===== config.mk =====
export PLATFORM = sky130hd
export DESIGN_NAME = iic_bit_driver
export DESIGN_NICKNAME = d
export VERILOG_FILES = /design/src/rtl/iic_bit_driver.sv
export SDC_FILE = /design/constraint.sdc
export NUM_CORES = 1
export LEC_CHECK = 0
export ABC_AREA = 1
export CORE_MARGIN = 2
export CORE_UTILIZATION = 53
export DETAILED_ROUTE_END_ITERATION = 10
export GPL_TIMING_DRIVEN = 1
export PLACE_DENSITY_LB_ADDON = 0.2
export SYNTH_ARGS = -nofsm -noshare
export SYNTH_HDL_FRONTEND = slang
export SYNTH_SLANG_ARGS = --single-unit

===== constraint.sdc =====
create_clock -name CLK -period 2.23 [get_ports CLK]
set_clock_uncertainty 0.05 [all_clocks]
set_input_delay 0.223 -clock CLK [delete_from_list [all_inputs] [get_ports CLK]]
set_output_delay 0.223 -clock CLK [all_outputs]
set_load 0.02 [all_outputs]

===== src/rtl/iic_bit_driver.sv =====
// IIC transmit-side bit engine: drives one bus symbol (START, STOP, WRITE, READ)
// per command as open-drain SCL/SDA enables, with clock stretching and arbitration detection.
module iic_bit_driver #(
    parameter int QUARTER_PERIOD = 4
) (
    input  logic       CLK,
    input  logic       RSTn,
    input  logic       Cmd_Valid,
    input  logic [1:0] Cmd,
    input  logic       Wr_Bit,
    output logic       Cmd_Ready,
    input  logic       SCL_In,
    input  logic       SDA_In,
    output logic       SCL_Oe,
    output logic       SDA_Oe,
    output logic       Rd_Valid,
    output logic       Rd_Bit,
    output logic       Arb_Lost
);

    localparam int CW = (QUARTER_PERIOD > 1) ? $clog2(QUARTER_PERIOD) : 1;
    localparam logic [CW-1:0] LAST_COUNT = CW'(QUARTER_PERIOD - 1);

    localparam logic [1:0] CMD_START = 2'b00;
    localparam logic [1:0] CMD_STOP  = 2'b01;
    localparam logic [1:0] CMD_WRITE = 2'b10;
    localparam logic [1:0] CMD_READ  = 2'b11;

    typedef enum logic [2:0] {IDLE, Q0, Q1, Q2, Q3} state_t;

    state_t        state_q, state_d;
    logic [CW-1:0] count_q, count_d;
    logic [1:0]    cmd_q, cmd_d;
    logic          wr_bit_q, wr_bit_d;
    logic          scl_oe_q, scl_oe_d;
    logic          sda_oe_q, sda_oe_d;
    logic          rd_valid_q, rd_valid_d;
    logic          rd_bit_q, rd_bit_d;
    logic          arb_lost_q, arb_lost_d;
    logic          quarter_end;

    // Returns {scl_oe, sda_oe} for a command in a given quarter (1 = pull low).
    function automatic logic [1:0] drive(input logic [1:0] c, input logic b, input logic [1:0] q);
        logic [1:0] r;
        r = 2'b00;
        case (c)
            CMD_START: r = (q == 2'd3) ? 2'b11 : (q == 2'd2) ? 2'b01 : 2'b00;
            CMD_STOP:  r = (q == 2'd0) ? 2'b11 : (q == 2'd1) ? 2'b01 : 2'b00;
            CMD_WRITE: r = {(q == 2'd0) || (q == 2'd3), ~b};
            default:   r = {(q == 2'd0) || (q == 2'd3), 1'b0};
        endcase
        return r;
    endfunction

    always_ff @(posedge CLK or negedge RSTn) begin
        if (!RSTn) begin
            state_q    <= IDLE;
            count_q    <= '0;
            cmd_q      <= CMD_START;
            wr_bit_q   <= 1'b0;
            scl_oe_q   <= 1'b0;
            sda_oe_q   <= 1'b0;
            rd_valid_q <= 1'b0;
            rd_bit_q   <= 1'b0;
            arb_lost_q <= 1'b0;
        end else begin
            state_q    <= state_d;
            count_q    <= count_d;
            cmd_q      <= cmd_d;
            wr_bit_q   <= wr_bit_d;
            scl_oe_q   <= scl_oe_d;
            sda_oe_q   <= sda_oe_d;
            rd_valid_q <= rd_valid_d;
            rd_bit_q   <= rd_bit_d;
            arb_lost_q <= arb_lost_d;
        end
    end

    // Line levels are held between quarter changes, so the bus stays put while idle.
    always_comb begin
        state_d     = state_q;
        count_d     = count_q;
        cmd_d       = cmd_q;
        wr_bit_d    = wr_bit_q;
        scl_oe_d    = scl_oe_q;
        sda_oe_d    = sda_oe_q;
        rd_valid_d  = 1'b0;
        rd_bit_d    = rd_bit_q;
        arb_lost_d  = 1'b0;
        quarter_end = (count_q == LAST_COUNT);
        case (state_q)
            IDLE: begin
                if (Cmd_Valid) begin
                    state_d              = Q0;
                    count_d              = '0;
                    cmd_d                = Cmd;
                    wr_bit_d             = Wr_Bit;
                    {scl_oe_d, sda_oe_d} = drive(Cmd, Wr_Bit, 2'd0);
                end
            end
            Q0: begin
                if (quarter_end) begin
                    state_d              = Q1;
                    count_d              = '0;
                    {scl_oe_d, sda_oe_d} = drive(cmd_q, wr_bit_q, 2'd1);
                end else begin
                    count_d = count_q + 1'b1;
                end
            end
            Q1: begin
                // A slave holding SCL low freezes the quarter until it lets go.
                if (!SCL_In) begin
                    count_d = count_q;
                end else if (quarter_end) begin
                    state_d              = Q2;
                    count_d              = '0;
                    {scl_oe_d, sda_oe_d} = drive(cmd_q, wr_bit_q, 2'd2);
                end else begin
                    count_d = count_q + 1'b1;
                end
            end
            Q2: begin
                if (quarter_end) begin
                    count_d = '0;
                    if (cmd_q == CMD_READ) begin
                        rd_bit_d = SDA_In;
                    end
                    if ((cmd_q == CMD_WRITE) && wr_bit_q && !SDA_In) begin
                        arb_lost_d = 1'b1;
                        scl_oe_d   = 1'b0;
                        sda_oe_d   = 1'b0;
                        state_d    = IDLE;
                    end else begin
                        state_d              = Q3;
                        rd_valid_d           = (cmd_q == CMD_READ);
                        {scl_oe_d, sda_oe_d} = drive(cmd_q, wr_bit_q, 2'd3);
                    end
                end else begin
                    count_d = count_q + 1'b1;
                end
            end
            Q3: begin
                if (quarter_end) begin
                    state_d = IDLE;
                    count_d = '0;
                end else begin
                    count_d = count_q + 1'b1;
                end
            end
            default: begin
                state_d = IDLE;
                count_d = '0;
            end
        endcase
    end

    assign Cmd_Ready = (state_q == IDLE);
    assign SCL_Oe    = scl_oe_q;
    assign SDA_Oe    = sda_oe_q;
    assign Rd_Valid  = rd_valid_q;
    assign Rd_Bit    = rd_bit_q;
    assign Arb_Lost  = arb_lost_q;

endmodule


==> results <==
==> state kept, by name, indices dropped and copies added, names as in the netlist <==
register / count
cmd_q: 2
Rd_Valid: 1
state_q: 3
count_q: 2
SCL_Oe: 1
Rd_Bit: 1
wr_bit_q: 1
SDA_Oe: 1
Arb_Lost: 1
==> synth_stat cells (all sizes together) <==
cell    count  area (µm²)
nand2      21       98.84
inv        16       60.06
dfrtp      13       325.3
nor2       11       46.29
o21ai       7       35.03
ha          6       75.07
nand3       6       30.03
a21oi       4       20.02
nand3b      2       18.77
nor3        2       10.01
nand4       1       6.260
nor4        1       6.260
o211ai      1       7.510
o21a        1       7.510
o22ai       1       6.260
or2         1       6.260
==> worst max-delay path: stages (launching register included) <==
cell,delay [ns]
dfrtp_1,0.44
nor2_2,0.22
inv_2,0.06
nor2_1,0.13
clkdlybuf4s50_1,0.62
==> worst min path at each step <==
stage                 endpoint  slack (ns)  cells after the start
floorplan             Arb_Lost       -0.12                      0
global placement        SCL_Oe        0.42                      2
detailed placement      SCL_Oe        0.42                      2
CTS                   Rd_Valid        0.28                      1
global route            Rd_Bit        0.32                      1
finish              count_q[0]        0.26                      1
==> report_power, final <==
part | switching (W) | total, W | internal [W]
sequential | 0.0000869 | 0.000424 | 0.000337
combinational | 0.000452 | 0.000743 | 0.000291
clock | 0.0000787 | 0.000148 | 0.0000695
==> per-stage QoR <==
stage	utilization (%)	hold slack, ns	power [W]
CTS	70.94	0.2799	0.001323
global route	70.94	0.3187	0.001433
global placement	68.95	0.4201	0.001150
finish	70.94	0.2588	0.001315
detailed placement	68.95	0.4241	0.001171
floorplan	-	-0.1226	0.0009627
==> cell type report <==
cell class                      count  share of cell area (%)
Multi-Input combinational cell     65                   40.03
Timing Repair Buffer               13                   13.92
Sequential cell                    13                   34.81
Inverter                           16                   6.426
Clock buffer                        4                   2.811
Tap cell                           15                   2.008
==> logic make-up (layout without fill, tap and decap cells) <==
| kind of cell | Yosys count | count (layout) | share of synthesized area, % |
|---|---|---|---|
| and+or+nand+nor | 45 | 45 | 29.33 |
| AOI/OAI and AO/OA | 14 | 14 | 10.05 |
| DFF | 13 | 13 | 42.83 |
| buffers and inverters | 16 | 33 | 7.908 |
| adders and majority gates | 6 | 6 | 9.884 |
==> per-layer routing <==
| metal | vias to the layer above | global-route usage [%] |
|---|---|---|
| met4 | 0 | 11.61 |
| met3 | 5 | 4.348 |
| met5 | - | 0 |
| met2 | 15 | 31.25 |
| met1 | 298 | 21.55 |
| li1 | 334 | - |
==> summary.md <==
| Metric | Value |
|---|---|
| DIE WIDTH | `41.86 µm` |
| Count of pins over their slew limit | `0` |
| Met3 WL | `45 µm` |
| Worst r2r dst | `SCL_Oe` |
| DP Worst Slack | `0.5219 ns` |
| Final net count | `126` |
| Die Y | `41.86 µm` |
| R2R cell count | `7` |
| GRT Overall Usage | `18.78%` |
| Post-CTS Setup Inserts | `0` |
| Initial Util | `57.64%` |
| Ys Warns | `0` |
| Layout cells sized above 1 | `13.51%` |
| Clock slew at reported path FFs | `0.08 ns` |
| Peak Freq | `0.4912 GHz` |
| Post-synthesis cell area | `759.5 µm²` |
| IO Pins | `14` |
| CP max FO | `6` |
| Crit Reg-Reg Startpoint | `cmd_q[0]` |
| Root Driver | `clkbuf_4` |
| # port buffers | `13` |
| Diodes inserted | `0` |
| Worst setup path endpoint | `Cmd_Ready` |
| Total wire length | `1395 µm` |
| Std cell rows | `13` |
| Register area | `325.3 µm²` |
| DR top layer | `met4` |
| Iteration-0 DRC Markers | `9` |
| Fill cells | `103` |
| Run status | `finished, final reports clean` |
| Commonest non-fill, non-tap cell in the layout | `nand2_1` |
| Max-Cap Viols | `0` |
| Critical path class | `flip-flop to primary output` |
| Placed Cells | `122` |
| HP Class | `input pin to async pin` |
| CTS sink cnt | `13` |
| Slew headroom | `61.04%` |
| Clk Latency, worst-skew pair | `0.28 ns` |
| Initial antenna violation count | `0` |
| Dpl hpwl | `1103 µm` |
| Synth Net Count | `108` |
| Setup ws final | `0.1942 ns` |
| Core area | `1318 µm²` |
| RSZ-0062 raised after global routing | `false` |
| Vias/cell | `5.175` |
| CTS buffer count | `3` |
| GPL Wtd Cong | `0.7844` |
| Total number of vias | `652` |
| Crit path arrival time | `1.76 ns` |
| Cell count after synthesis | `94` |
| Vias in the first global route | `640` |
| Final setup violation count | `0` |
| Pin count of the biggest net entering global routing | `14` |
| Placed inst area | `908.4 µm²` |
| Worst path required time | `1.96 ns` |
| Slew @ Worst Pin | `0.5825 ns` |
| CTS H-tree depth | `1` |
| Final Hold Fails | `0` |
| Netlist cell types | `22` |
| Number of detailed-routing iterations run before antenna repair | `4` |
| Final non-filler cell total | `126` |
| CP endpoint kind | `primary output` |
| First-pass GRT wire length | `2428 µm` |
| Fin area | `934.6 µm²` |
| Max rail drop VDD | `807.4 µV` |
| Hold-fix buffers, CTS | `0` |
| Multi-input logic area | `374.1 µm²` |
| Crit path from | `state_q[1]` |
| Grt ovf | `0` |
| Startpoint Class | `flip-flop` |
| Tcrit/Tclk final | `91.29%` |
| Min Tclk post-route | `2.036 ns` |
| CTS tree | `built` |
| Syn-to-layout area delta | `23.06%` |
| DR WL/cell | `11.07 µm` |
| M1 WL | `663 µm` |
| Antenna-violating nets left | `0` |
| CTS Buffer Depth | `2` |
| Syn avg cell area | `8.080 µm²` |
| Met2 wire length | `647 µm` |
| Post_cts resized | `0` |
| Setup TNS Final | `0 ns` |
| Die Area | `1752 µm²` |
| Reg2reg setup slack | `0.82 ns` |
| Pwr Density | `1407 nW/µm²` |
| Commonest non-fill, non-tap cells in the layout | `15 x nand2_1, 13 x dfrtp_1, 13 x inv_1, 13 x clkdlybuf4s50_1, 9 x nor2_1` |
| # DRC | `0` |
| Sequential-to-total area share from yosys stat | `42.83%` |
| Yosys reg bits | `13` |
| Leakage power | `0.4773 nW` |
(Power assumes the default switching activity.)
